<file path="src/rtl/uart_rom_stream_loader.sv">
`default_nettype none
// ----------------------------------------------------------------------------
// uart_rom_stream_loader: assembles a big-endian UART byte stream (16-bit word
// count, then 16-bit instructions) and feeds it through the soc rom_loader port.
// Revision: 1.0
// ----------------------------------------------------------------------------
module uart_rom_stream_loader #(
  parameter int DATA_WIDTH     = 16,
  parameter int RESET_CYCLES   = 4,
  parameter int TIMEOUT_CYCLES = 100000
) (
  input  logic                  clk_i,
  input  logic                  rst_ni,
  input  logic                  run_i,
  input  logic                  rx_valid_i,
  input  logic [7:0]            rx_data_i,
  output logic                  rx_ready_o,
  output logic                  rom_loader_reset_o,
  output logic                  rom_loader_load_o,
  output logic [DATA_WIDTH-1:0] rom_loader_data_o,
  input  logic                  rom_loader_load_received_i,
  input  logic                  rom_loader_ack_i,
  output logic                  done_loading_o,
  output logic                  error_o,
  output logic [1:0]            error_code_o,
  output logic [15:0]           words_loaded_o
);

  localparam int IW = (TIMEOUT_CYCLES > 2) ? $clog2(TIMEOUT_CYCLES) : 1;
  localparam int RW = (RESET_CYCLES > 1) ? $clog2(RESET_CYCLES) : 1;
  localparam logic [IW-1:0] IDLE_MAX  = IW'(TIMEOUT_CYCLES - 1);
  localparam logic [RW-1:0] RESET_MAX = RW'(RESET_CYCLES - 1);

  localparam logic [1:0] ERR_TIMEOUT = 2'd1;
  localparam logic [1:0] ERR_OVERRUN = 2'd2;

  typedef enum logic [3:0] {
    S_IDLE     = 4'd0,
    S_START    = 4'd1,
    S_HDR_HI   = 4'd2,
    S_HDR_LO   = 4'd3,
    S_WORD_HI  = 4'd4,
    S_WORD_LO  = 4'd5,
    S_LOAD_REQ = 4'd6,
    S_LOAD_ACK = 4'd7,
    S_DONE     = 4'd8,
    S_ERROR    = 4'd9
  } state_e;

  state_e                state_q, state_d;
  logic                  run_q, run_prev_q;
  logic [15:0]           count_q, count_d;
  logic [7:0]            word_hi_q, word_hi_d;
  logic [DATA_WIDTH-1:0] data_q, data_d;
  logic [15:0]           words_q, words_d;
  logic                  done_q, done_d;
  logic                  err_q, err_d;
  logic [1:0]            code_q, code_d;
  logic                  ack_pend_q, ack_pend_d;
  logic [RW-1:0]         rst_cnt_q, rst_cnt_d;
  logic [IW-1:0]         idle_q, idle_d;
  logic                  run_rise;
  logic [15:0]           words_inc;

  assign run_rise  = run_q & ~run_prev_q;
  assign words_inc = words_q + 16'd1;

  assign rx_ready_o = (state_q == S_HDR_HI) || (state_q == S_HDR_LO) ||
                      (state_q == S_WORD_HI) || (state_q == S_WORD_LO);
  assign rom_loader_reset_o = (state_q == S_START);
  // A stray byte during LOAD_REQ aborts the session, so load is withdrawn in that same cycle.
  assign rom_loader_load_o  = (state_q == S_LOAD_REQ) && !rx_valid_i;
  assign rom_loader_data_o  = data_q;
  assign done_loading_o     = done_q;
  assign error_o            = err_q;
  assign error_code_o       = code_q;
  assign words_loaded_o     = words_q;

  always_comb begin
    state_d    = state_q;
    count_d    = count_q;
    word_hi_d  = word_hi_q;
    data_d     = data_q;
    words_d    = words_q;
    done_d     = done_q;
    err_d      = err_q;
    code_d     = code_q;
    ack_pend_d = ack_pend_q;
    rst_cnt_d  = '0;
    idle_d     = '0;

    case (state_q)
      S_IDLE, S_DONE, S_ERROR: begin
        if (run_rise) begin
          state_d = S_START;
          done_d  = 1'b0;
          err_d   = 1'b0;
          code_d  = 2'd0;
          words_d = 16'd0;
        end
      end
      S_START: begin
        if (rx_valid_i) begin
          state_d = S_ERROR;
          err_d   = 1'b1;
          code_d  = ERR_OVERRUN;
        end else if (rst_cnt_q == RESET_MAX) begin
          state_d = S_HDR_HI;
        end else begin
          rst_cnt_d = rst_cnt_q + 1'b1;
        end
      end
      S_HDR_HI: begin
        if (rx_valid_i) begin
          count_d[15:8] = rx_data_i;
          state_d       = S_HDR_LO;
        end
      end
      S_HDR_LO: begin
        if (rx_valid_i) begin
          count_d[7:0] = rx_data_i;
          if ({count_q[15:8], rx_data_i} == 16'd0) begin
            state_d = S_DONE;
            done_d  = 1'b1;
          end else begin
            state_d = S_WORD_HI;
          end
        end
      end
      S_WORD_HI: begin
        if (rx_valid_i) begin
          word_hi_d = rx_data_i;
          state_d   = S_WORD_LO;
        end
      end
      S_WORD_LO: begin
        if (rx_valid_i) begin
          data_d     = {word_hi_q, rx_data_i};
          ack_pend_d = 1'b0;
          state_d    = S_LOAD_REQ;
        end
      end
      S_LOAD_REQ: begin
        if (rx_valid_i) begin
          state_d = S_ERROR;
          err_d   = 1'b1;
          code_d  = ERR_OVERRUN;
        end else if (rom_loader_load_received_i) begin
          // An ack arriving alongside load_received is remembered for LOAD_ACK.
          ack_pend_d = rom_loader_ack_i;
          state_d    = S_LOAD_ACK;
        end
      end
      S_LOAD_ACK: begin
        if (rx_valid_i) begin
          state_d = S_ERROR;
          err_d   = 1'b1;
          code_d  = ERR_OVERRUN;
        end else if (rom_loader_ack_i || ack_pend_q) begin
          ack_pend_d = 1'b0;
          words_d    = words_inc;
          if (words_inc == count_q) begin
            state_d = S_DONE;
            done_d  = 1'b1;
          end else begin
            state_d = S_WORD_HI;
          end
        end
      end
      default: begin
        state_d = S_IDLE;
      end
    endcase

    // Idle timer only runs while waiting for a byte; any state change leaves it cleared.
    if (rx_ready_o && !rx_valid_i) begin
      if (idle_q == IDLE_MAX) begin
        state_d = S_ERROR;
        err_d   = 1'b1;
        code_d  = ERR_TIMEOUT;
      end else begin
        idle_d = idle_q + 1'b1;
      end
    end
  end

  always_ff @(posedge clk_i or negedge rst_ni) begin
    if (!rst_ni) begin
      state_q    <= S_IDLE;
      run_q      <= 1'b0;
      run_prev_q <= 1'b0;
      count_q    <= 16'd0;
      word_hi_q  <= 8'd0;
      data_q     <= '0;
      words_q    <= 16'd0;
      done_q     <= 1'b0;
      err_q      <= 1'b0;
      code_q     <= 2'd0;
      ack_pend_q <= 1'b0;
      rst_cnt_q  <= '0;
      idle_q     <= '0;
    end else begin
      state_q    <= state_d;
      run_q      <= run_i;
      run_prev_q <= run_q;
      count_q    <= count_d;
      word_hi_q  <= word_hi_d;
      data_q     <= data_d;
      words_q    <= words_d;
      done_q     <= done_d;
      err_q      <= err_d;
      code_q     <= code_d;
      ack_pend_q <= ack_pend_d;
      rst_cnt_q  <= rst_cnt_d;
      idle_q     <= idle_d;
    end
  end

endmodule
`default_nettype wire
</file>
<file path="config.mk">
export PLATFORM = sky130hd
export DESIGN_NAME = uart_rom_stream_loader
export DESIGN_NICKNAME = d
export VERILOG_FILES = /design/src/rtl/uart_rom_stream_loader.sv
export SDC_FILE = /design/constraint.sdc
export NUM_CORES = 1
export LEC_CHECK = 0
export ABC_AREA = 1
export BUFFER_PORTS_ARGS = -buffer_cell sky130_fd_sc_hd__buf_2
export CAP_MARGIN = 20
export CORE_UTILIZATION = 51
export DETAILED_ROUTE_END_ITERATION = 16
export PLACE_DENSITY_LB_ADDON = 0.2
export SETUP_SLACK_MARGIN = 0.15
export SYNTH_ARGS = -nofsm -noshare
export SYNTH_HDL_FRONTEND = slang
export SYNTH_SLANG_ARGS = --single-unit
</file>
<file path="constraint.sdc">
create_clock -name clk_i -period 2.9 [get_ports clk_i]
set_clock_uncertainty 0.1 [all_clocks]
set_input_delay 0.29 -clock clk_i [delete_from_list [all_inputs] [get_ports clk_i]]
set_output_delay 0.29 -clock clk_i [all_outputs]
set_load 0.02 [all_outputs]
</file>
== Word-level counts from Yosys, hierarchy flattened ==
Cells that the tools add are included.
Storage, ports and cells
  input port bits: 14
  output and inout bits: 39
  bits in registers: 86
Operators by class
  equal/unequal tests: 21
  reduce and logical (&&, ||, !) cells: 21
  mux-type cells: 48
  add/sub/neg operators: 3
  bitwise gates (word level): 2
Operators by type and width (number)
  $mux 4: 15
  $mux 16: 3
  $mux 17: 2
  $pmux 16 s2: 1
  $pmux 4 s8: 1
  $add 17x1->17 const B: 1
  $eq 17x17->1 const B: 1
  $add 16x1->16 const B: 1
  $eq 16x16->1: 1
  $eq 4x3->1 const B: 4
  $logic_not 16->1: 1
  $ne 2x2->1 const B: 8
  $mux 1: 15
  $mux 2: 7
  $eq 4x2->1 const B: 2
  $eq 4x4->1 const B: 2
  $reduce_and 2->1: 4
  $reduce_and 7->1: 1
  $pmux 1 s3: 2
  $reduce_and 6->1: 1
  $reduce_bool 3->1: 2
  $reduce_or 3->1: 2
  $eq 4x1->1 const B: 1
  $logic_not 4->1: 1
  12 further kinds: 16

== Longest topological paths before layout ==
Gate-level depths: netlist of run 1.
  word-level depth: 8
  mapped depth: 16
  depth with buffers taken out: 16

== Worst setup path before layout of run 1 ==
No wires, ideal clock.
  path kind: register to register
  start point: reg words_q[0] (netlist: words_loaded_o[0])
  end point: reg done_q (netlist: done_loading_o)
  arrival: 1.877 ns
  library setup time: 0.117 ns
  stages on the path, launching flop included: 17
  path slack: 0.806 ns
  cells stage by stage: dfrtp_1 > ha_1 > nand2_1 > nor2_4 > nand2_1 > nand2_1 > nand2_1 > nand2_1 > nand2_1 > nor2_1 > nand2_1 > nor2_1 > nand3_1 > nand2_1 > nand3_1 > nand2_1 > nand2_1
On the way
  word-level cells in the longest chain between the ends: 4
RTL lines
  start: declaration: RTL line 55  | logic [15:0] words_q, words_d;
  start signal: assignment: RTL line 209  | words_q <= words_d;
  $add 16x1->16: RTL line 66  | assign words_inc = words_q + 16'd1;
  $eq 16x16->1: RTL line 162  | if (words_inc == count_q) begin
  $ne 2x2->1 (no source line)
  $reduce_and 7->1 (no source line)
  end signal: assignment: RTL line 210  | done_q <= done_d;
  end: declaration: RTL line 56  | logic done_q, done_d;
Every way passes these cells.
A chain may end at the register's enable or synchronous reset.

== Worst setup path in the final report of run 1 ==
Same ends and word-level chain as after synthesis.

==> results.sh, run 1 <==
export IMPL_die_area_um2=9410
export IMPL_fmax_mhz=441
export IMPL_wl_um=11200
export IMPL_die_height_um=97.0
export IMPL_hold_path_class="input pin to flop"
export IMPL_rrSetupSlack_ns=0.63
export IMPL_start_util_pct=52.8
export IMPL_power_density_nw_per_um2=558
export IMPL_crit_top_cell="nand2_1"
export IMPL_start_kind="flop"
export IMPL_worstMarginPinSlew_ns=0.641
export IMPL_crit_arrival_ns=2.42
export IMPL_multi_input_area_um2=2110
export IMPL_whs_endpoint="count_q[2]$_DFFE_PN0P_"
export IMPL_htreeDepth=3
export IMPL_final_fill_count=775
export IMPL_die_width_um=97.0
export IMPL_clkPwrFrac_pct=30.1
export IMPL_slowest_delay_ns=0.48
export IMPL_fin_nets=668
export IMPL_critPathKind="flop to flop"
export IMPL_yosys_register_bits=86
export IMPL_core_area_um2=8720
export IMPL_rsz0062_at_grt="no"
export IMPL_maxCapViolCount=0
export IMPL_io_pins=53
export IMPL_synthCells=593
export IMPL_drt_initial_drc_count=183
export IMPL_rows=34
export IMPL_synth_seq_area_share_pct=46.8
export IMPL_clk_latency_ns=0.36
export IMPL_synth_distinct_cells=37
export IMPL_antenna_left=0
export IMPL_netlist_area_um2=4600
export IMPL_synth_top_area_share_pct=46.8
export IMPL_ys_warn_count=0
export IMPL_syn_nets=610
export IMPL_critPathTopFamily="simple AND/OR/NAND/NOR gates"
export IMPL_hold_path_startpoint="rx_data_i[2]"
export IMPL_clockBufferDepth=2
export IMPL_fin_total_pwr_mw=2.90
export IMPL_drt_wirelength_per_cell_um=14.6
export IMPL_gp_congestion=0.959
export IMPL_hold_viol=0
export IMPL_final_cell_mix="177 x nand2_1, 86 x dfrtp_1, 67 x inv_1"
export IMPL_syn_area_per_cell_um2=7.76
export IMPL_grt_overflow_total=0
export IMPL_p_switching_uw=980
export IMPL_n_antenna_cell=0
export IMPL_clk_pin_slew_worst_paths_ns=0.10
export IMPL_worst_path_buf_inv=0
export IMPL_setup_tns_ns=0
export IMPL_grt_max_degree=48
export IMPL_layout_cells_non_filler=764
export IMPL_r2r_start="words_loaded_o[0]$_DFFE_PN0P_"
export IMPL_first_pass_iters=4
export IMPL_run_status="completed"
export IMPL_rr_endpoint="done_loading_o$_DFFE_PN0P_"
export IMPL_cp_end_kind="flop"
export IMPL_drv_slew=0
export IMPL_worstPathRequired_ns=3.05
export IMPL_min_period_over_period_pct=78.2
export IMPL_drcViolationCount=0
export IMPL_grt_pass1_wl_um=18700
export IMPL_cts_resized_gates=0
export IMPL_placed_cells=746
export IMPL_utilization_pct=59.6
export IMPL_path_cells="ha_1, nand3_1, o21ai_0, nand2_1, nand2_1, nand2_1, nor2_1, nand2_1, nor2_1, nand3_1, nand2_1, nand3_1, nand2_1, nand2_1"
export IMPL_area_growth_pct=13.0
export IMPL_yosysTopAreaCell="dfrtp_1"
export IMPL_r2r_cells=14
export IMPL_antenna_found_initial=0
export IMPL_grt_pass1_vias=3902
export IMPL_setup_viol=0
export IMPL_p_int_mw=1.92
export IMPL_crit_fanout=8
export IMPL_vdd_drop_max_uv=239
export IMPL_detailedPlacementHpwl_um=7970
export IMPL_cts_made_buffers=9
export IMPL_hold_path_depth=3
export IMPL_synth_area_leaders="dfrtp_1 47%, nand2_1 14%, inv_1 5.5%, nand3_1 5.2%, o21ai_0 5.0%"
export IMPL_register_area_um2=2150
export IMPL_clock_sinks=86
export IMPL_root_buffer="clkbuf_8"
export IMPL_fin_crit_ns=2.27
export IMPL_seqPwrFrac_pct=47.2
export IMPL_cts_tree="yes"
export IMPL_p_leak_nw=2.56
export IMPL_slowest_stage="dfrtp_1"
export IMPL_final_common_cell="nand2_1"
export IMPL_layout_drive_gt1_share_pct=15.7
export IMPL_num_vias=4168
export IMPL_comb_power_share_pct=22.6
export IMPL_numPortBuffers=52
export IMPL_slew_headroom_pct=57.2
export IMPL_grt_usage_pct=24.7
export IMPL_swShare_pct=33.8
export IMPL_avgViaCountPerCell=5.46
==> per-layer routing <==
metal	track usage [%]	up-vias	wire [µm]
met3	3.11	23	619
met5	0	-	0
li1	-	2062	-
met4	11.3	0	243
met1	34.0	1943	5210
met2	39.2	140	5090
==> flip-flops by register name, summed over array words and instances (netlist names), 2 cells and up <==
register	flops
words_loaded_o	16
count_q	16
rst_cnt_q	2
state_q	4
error_code_o	2
word_hi_q	8
rom_loader_data_o	16
idle_q	17
==> worst max path at each step <==
| stage | start | to | slack, ns | depth (start not counted) |
|---|---|---|---|---|
| after floorplan | words_loaded_o[0]$_DFFE_PN0P_ | done_loading_o$_DFFE_PN0P_ | 0.81 | 16 |
| after global placement | words_loaded_o[0]$_DFFE_PN0P_ | state_q[2]$_DFF_PN0_ | 0.78 | 14 |
| after detailed placement | words_loaded_o[0]$_DFFE_PN0P_ | done_loading_o$_DFFE_PN0P_ | 0.72 | 14 |
| after CTS | words_loaded_o[0]$_DFFE_PN0P_ | state_q[2]$_DFF_PN0_ | 0.68 | 14 |
| after global routing | words_loaded_o[0]$_DFFE_PN0P_ | done_loading_o$_DFFE_PN0P_ | 0.32 | 14 |
| final | words_loaded_o[0]$_DFFE_PN0P_ | done_loading_o$_DFFE_PN0P_ | 0.63 | 14 |
==> metrics by stage <==
step / worst slack (ns) / cell area, µm² / hold slack (ns)
floorplan: 0.806 / 4600 / -0.106
global placement: 0.782 / 4980 / 0.213
detailed placement: 0.721 / 4980 / 0.217
CTS: 0.683 / 5200 / 0.0326
global route: 0.321 / 5200 / 0.0715
finish: 0.633 / 5200 / 0.0406
==> cells by family after synthesis <==
group	count (synthesis)	synth area share (%)
xor+xnor	7	1.63
buf+inv	86	7.31
fa+ha+maj	3	0.816
flops	86	46.8
compound gates	84	11.5
simple gates	327	32.0
==> power by group through the flow <==
stage          Clock, mW  Sequential [mW]  Combinational, mW
4_1_cts            0.893             1.37              0.647
5_1_grt            0.935             1.39              0.735
2_1_floorplan          0             1.40              0.441
3_5_place_dp           0             1.39              0.641
6_report           0.875             1.37              0.657
3_3_place_gp           0             1.39              0.634
==> worst min-delay path, cell delays in order <==
cell,delay (ns)
buf_2,0.09
nand2_1,0.04
o21ai_0,0.05
==> synthesized netlist by cell type (all sizes together) <==
cell and number:
a211oi 7, a21oi 10, a31oi 1, and3 1, buf 3, clkbuf 6, clkinv 2, dfrtp 86
ha 3, inv 75, nand2 178, nand3 50, nand3b 2, nand4 17, nor2 62, nor3 4
nor3b 6, nor4 7, o211ai 1, o21ai 52, o22ai 13, xnor2 3, xnor3 1, xor2 3
==> cell type report <==
type | count | share of cell area (%)
clock inverter | 5 | 1.11
timing repair buffer | 56 | 5.97
tap | 108 | 2.60
multi-input combinational | 421 | 40.6
sequential | 86 | 41.4
clock buffer | 11 | 2.72
inverter | 77 | 5.58
==> timing repair <==
item                                   in CTS  in global routing
hold buffers                                2                  0
endpoints found under the hold margin      40                  0
buffers inserted                            0                  0
(Power assumes the default switching activity.)
==> run 2, diff against run 1 <==
Clock period 2.9 ns to 2.08 ns, I/O delays scaled along.
==> results.sh, run 2 (same netlist as run 1, synthesis figures left out) <==
export IMPL_run_status="complete, but fails checks"
export IMPL_violations="setup timing"
export IMPL_grt_pass1_wl_um=20100
export IMPL_clockBufferDepth=2
export IMPL_n_antenna_cell=0
export IMPL_slowest_delay_ns=0.43
export IMPL_cp_end_kind="flop"
export IMPL_grt_pass1_vias=4218
export IMPL_drcViolationCount=0
export IMPL_utilization_pct=69.4
export IMPL_final_cell_mix="164 x nand2_1, 77 x dfrtp_1, 65 x inv_1"
export IMPL_fmax_mhz=467
export IMPL_gp_congestion=0.962
export IMPL_cts_tree="yes"
export IMPL_area_growth_pct=31.5
export IMPL_final_fill_count=672
export IMPL_htreeDepth=3
export IMPL_start_kind="flop"
export IMPL_p_int_mw=2.83
export IMPL_crit_arrival_ns=2.30
export IMPL_core_area_um2=8720
export IMPL_slew_headroom_pct=62.3
export IMPL_drt_wirelength_per_cell_um=15.6
export IMPL_drt_initial_drc_count=298
export IMPL_p_switching_mw=1.55
export IMPL_min_period_over_period_pct=103
export IMPL_largest_register_ff_count=17
export IMPL_slowest_stage="dfrtp_2"
export IMPL_layout_drive_gt1_share_pct=31.3
export IMPL_hold_path_class="input pin to flop"
export IMPL_path_cells="ha_4, nand2_4, nor2_4, nand2_2, nand2_2, nand2_2, nand2_2, nand2_2, nor2_2, nand2_1, nor2_1, nand3_1, nand2_1, nand3_1, nand2_1, nand2_1"
export IMPL_clkPwrFrac_pct=28.5
export IMPL_die_width_um=97.0
export IMPL_comb_power_share_pct=28.0
export IMPL_grt_overflow_total=0
export IMPL_crit_fanout=8
export IMPL_wl_um=13000
export IMPL_placedInstanceArea_um2=5170
export IMPL_rows=34
export IMPL_maxCapViolCount=0
export IMPL_grt_max_degree=39
export IMPL_setup_ws_ns=-0.0601
export IMPL_antenna_left=0
export IMPL_die_area_um2=9410
export IMPL_first_pass_iters=6
export IMPL_clock_sinks=86
export IMPL_fin_crit_ns=2.14
export IMPL_start_util_pct=52.8
export IMPL_critPathKind="flop to flop"
export IMPL_detailedPlacementHpwl_um=8530
export IMPL_multi_input_area_um2=2420
export IMPL_worstMarginPinSlew_ns=0.560
export IMPL_p_leak_nw=2.91
export IMPL_worstPathRequired_ns=2.24
export IMPL_swShare_pct=35.4
export IMPL_drv_slew=0
export IMPL_power_density_nw_per_um2=724
export IMPL_vdd_drop_max_uv=457
export IMPL_hold_viol=0
export IMPL_fin_nets=732
export IMPL_post_route_cell_area_um2=6050
export IMPL_antenna_found_initial=0
export IMPL_io_pins=53
export IMPL_rrSetupSlack_ns=-0.06
export IMPL_grt_usage_pct=26.6
export IMPL_setup_viol=1
export IMPL_numPortBuffers=52
export IMPL_final_common_cell="nand2_1"
export IMPL_crit_top_cell="nand2_2"
export IMPL_register_area_um2=2160
export IMPL_avgViaCountPerCell=5.48
export IMPL_cts_made_buffers=9
export IMPL_regMostFlops="idle_q"
export IMPL_clk_pin_slew_worst_paths_ns=0.10
export IMPL_seqPwrFrac_pct=43.5
export IMPL_die_height_um=97.0
export IMPL_num_vias=4539
export IMPL_rsz0062_at_grt="yes"
export IMPL_clk_latency_ns=0.37
export IMPL_root_buffer="clkbuf_8"
run 2: timing repair:
item | 4_1_cts | 5_1_grt
pin swaps | 9 | 50
endpoints found under the hold margin | 41 | 0
hold buffers | 6 | 0
setup endpoints to repair | 21 | 49
cloned | 0 | 5
buffers inserted | 13 | 22
gates resized for setup | 14 | 77
run 2: metrics by stage:
step / instances / hold WS [ns] / total power, mW / worst slack, ns / setup TNS (ns)
floorplan: 593 / -0.188 / 2.56 / 0.148 / 0
global placement: 766 / 0.110 / 2.88 / 0.0484 / 0
detailed placement: 766 / 0.112 / 2.91 / 0.00839 / 0
CTS: 801 / 0.0340 / 4.15 / 0.0637 / 0
global route: 828 / 0.0713 / 4.59 / -0.165 / -0.331
finish: 828 / 0.0316 / 4.38 / -0.0601 / -0.0601
run 2: power by group through the flow:
stage                     sequential, mW  clock [mW]  combinational (mW)
after floorplan                     1.95           0               0.615
after global placement              1.92           0               0.964
after detailed placement            1.93           0               0.980
after CTS                           1.90        1.25                1.00
after global routing                1.92        1.32                1.35
final                               1.90        1.25                1.23
run 2: cell type report:
class,instances,area share [%]
clock inverters,7,1.34
inverters,77,5.04
flip-flops and latches,86,35.7
repair inverters,4,0.517
clock buffers,9,2.05
repair buffers,115,13.1
multi-input cells,422,40.0
well taps,108,2.23
run 2: worst paths after layout:
| check | to | from | depth (start not counted) |
|---|---|---|---|
| max in group asynchronous | state_q[1]$_DFF_PN0_ | rst_ni | 3 |
| min in group asynchronous | words_loaded_o[6]$_DFFE_PN0P_ | rst_ni | 2 |
| min | ack_pend_q$_DFFE_PN0P_ | rom_loader_ack_i | 3 |
| min reg2reg | run_prev_q$_DFF_PN0_ | run_q$_DFF_PN0_ | 0 |
| max reg2reg | done_loading_o$_DFFE_PN0P_ | words_loaded_o[0]$_DFFE_PN0P_ | 16 |
| max | done_loading_o$_DFFE_PN0P_ | words_loaded_o[0]$_DFFE_PN0P_ | 16 |
run 2: worst max-delay path: cells and delay by family (launching register included):
family                   cells  cell delay, ns
AND/OR/NAND/NOR             15            1.33
flip-flops                   1            0.43
adder cells (fa/ha/maj)      1            0.18
run 2: routing by layer:
metal / vias to the layer above / global-route usage, % / part of all wire [%] / wire [µm]
met5: - / 0 / 0 / 0
met4: 0 / 8.50 / 1.6 / 201
met3: 17 / 2.89 / 5.8 / 749
met2: 165 / 44.6 / 48 / 6220
met1: 2167 / 36.3 / 45 / 5780
li1: 2190 / - / - / -
==> run 3, diff against run 2 <==
Settings changed: CELL_PAD_IN_SITES_DETAIL_PLACEMENT set to 1, CELL_PAD_IN_SITES_GLOBAL_PLACEMENT set to 1, CORE_UTILIZATION 51 to 39, REMOVE_ABC_BUFFERS set to 1.
==> results.sh, run 3 (same netlist as run 1, synthesis figures left out) <==
export IMPL_gp_congestion=0.844
export IMPL_run_status="complete, but fails checks"
export IMPL_r2r_start="words_loaded_o[1]$_DFFE_PN0P_"
export IMPL_antenna_left=0
export IMPL_slew_headroom_pct=70.2
export IMPL_utilization_pct=53.9
export IMPL_first_pass_iters=4
export IMPL_placed_cells=808
export IMPL_hold_path_class="input pin to flop"
export IMPL_fin_nets=729
export IMPL_p_switching_mw=1.69
export IMPL_swShare_pct=33.9
export IMPL_final_cell_mix="160 x nand2_1, 83 x dfrtp_1, 65 x inv_1"
export IMPL_cp_end_kind="flop"
export IMPL_crit_arrival_ns=2.40
export IMPL_setup_ws_ns=-0.131
export IMPL_final_fill_count=1413
export IMPL_start_util_pct=40.1
export IMPL_clockBufferDepth=2
export IMPL_rsz0062_at_grt="yes"
export IMPL_layout_drive_gt1_share_pct=30.8
export IMPL_maxCapViolCount=0
export IMPL_area_growth_pct=34.4
export IMPL_die_height_um=111
export IMPL_numPortBuffers=52
export IMPL_multi_input_area_um2=2390
export IMPL_avgViaCountPerCell=5.33
export IMPL_final_common_cell="nand2_1"
export IMPL_setup_worst_path_start="words_loaded_o[1]$_DFFE_PN0P_"
export IMPL_hold_path_startpoint="rx_data_i[7]"
export IMPL_n_antenna_cell=0
export IMPL_crit_fanout=6
export IMPL_grt_usage_pct=24.8
export IMPL_htreeDepth=3
export IMPL_fmax_mhz=452
export IMPL_root_buffer="clkbuf_16"
export IMPL_drt_initial_drc_count=254
export IMPL_min_period_over_period_pct=106
export IMPL_rows=39
export IMPL_p_leak_nw=2.98
export IMPL_grt_overflow_total=0
export IMPL_detailedPlacementHpwl_um=10300
export IMPL_comb_power_share_pct=26.9
export IMPL_setup_viol=3
export IMPL_clkPwrFrac_pct=35.0
export IMPL_drcViolationCount=0
export IMPL_grt_max_degree=65
export IMPL_die_width_um=111
export IMPL_clk_latency_ns=0.35
export IMPL_setup_tns_ns=-0.356
export IMPL_core_area_um2=11500
export IMPL_regMostFlops="idle_q"
export IMPL_critPathKind="flop to flop"
export IMPL_vdd_drop_max_uv=510
export IMPL_clk_pin_slew_worst_paths_ns=0.07
export IMPL_io_pins=53
export IMPL_worstMarginPinSlew_ns=0.442
export IMPL_largest_register_ff_count=17
export IMPL_cts_tree="yes"
export IMPL_die_area_um2=12200
export IMPL_wl_um=15300
export IMPL_drt_wirelength_per_cell_um=17.8
export IMPL_antenna_found_initial=0
export IMPL_violations="hold timing, setup timing"
export IMPL_layout_cells_non_filler=860
export IMPL_power_density_nw_per_um2=808
export IMPL_grt_pass1_wl_um=23900
export IMPL_clock_sinks=86
export IMPL_drv_slew=0
export IMPL_register_area_um2=2160
export IMPL_grt_pass1_vias=4782
export IMPL_p_int_mw=3.30
export IMPL_hold_viol=1
export IMPL_cts_made_buffers=9
export IMPL_fin_crit_ns=2.21
export IMPL_num_vias=4582
export IMPL_holdWs_ns=-0.000234
export IMPL_post_place_ws_ns=-0.121
export IMPL_worstPathRequired_ns=2.27
export IMPL_seqPwrFrac_pct=38.1
export IMPL_start_kind="flop"
run 3: path summary, 6_finish.rpt:
kind                       cells past startpoint                       endpoint  slack [ns]
setup / recovery                              16           state_q[3]$_DFF_PN0_       -0.13
hold / removal                                 3         count_q[7]$_DFFE_PN0P_     -0.0002
setup reg to reg                              16           state_q[3]$_DFF_PN0_       -0.13
hold reg to reg                                0           run_prev_q$_DFF_PN0_        0.30
max in group asynchronous                      3           idle_q[16]$_DFF_PN0_        1.01
min in group asynchronous                      2  words_loaded_o[4]$_DFFE_PN0P_        0.20
run 3: critical path, stage by stage, from the launching register on:
cell	delay, ns
dfrtp_1	0.38
buf_4	0.15
ha_4	0.17
nand2_4	0.08
nor2_4	0.05
buf_4	0.14
nand2_1	0.07
nand3_1	0.12
nand2_2	0.12
nand3_1	0.09
nor2_2	0.12
nand3_1	0.14
nor2_4	0.14
nand3_2	0.08
nand2_1	0.08
nand2_1	0.05
nand3_1	0.06
run 3: metal layers:
| metal | share of wire, % | global-route usage [%] |
|---|---|---|
| met1 | 45 | 32.2 |
| met2 | 50 | 41.2 |
| met3 | 2.9 | 3.95 |
| met4 | 2.2 | 9.87 |
| met5 | 0 | 0 |
run 3: metrics by stage:
| step | instance area, µm² | power, mW |
|---|---|---|
| floorplan | 4560 | 2.54 |
| global placement | 5240 | 2.96 |
| detailed placement | 5240 | 2.99 |
| CTS | 5800 | 4.78 |
| global route | 6180 | 5.22 |
| finish | 6180 | 4.99 |
run 3: what timing repair did:
item,CTS,global route
endpoints found under the setup margin,25,50
cloned,1,4
hold buffers,5,0
resized for setup,31,59
hold endpoints to repair,26,0
pin swaps,15,28
setup buffers,11,15
run 3: final cells by class:
type / instances / share of cell area (%)
Clock inverter: 6 / 1.23
Tap cell: 143 / 2.89
Timing Repair Buffer: 114 / 13.2
Multi-Input combinational cell: 421 / 38.7
Clock buffer: 10 / 3.86
Sequential cell: 86 / 34.9
Inverter: 77 / 4.86
Timing Repair inverter: 3 / 0.364
run 3: power by group through the flow:
stage	combinational (mW)	clock (mW)	sequential [mW]
final	1.34	1.75	1.90
after global routing	1.46	1.85	1.92
after CTS	1.11	1.77	1.89
after detailed placement	1.06	0	1.93
after global placement	1.04	0	1.92
after floorplan	0.593	0	1.95
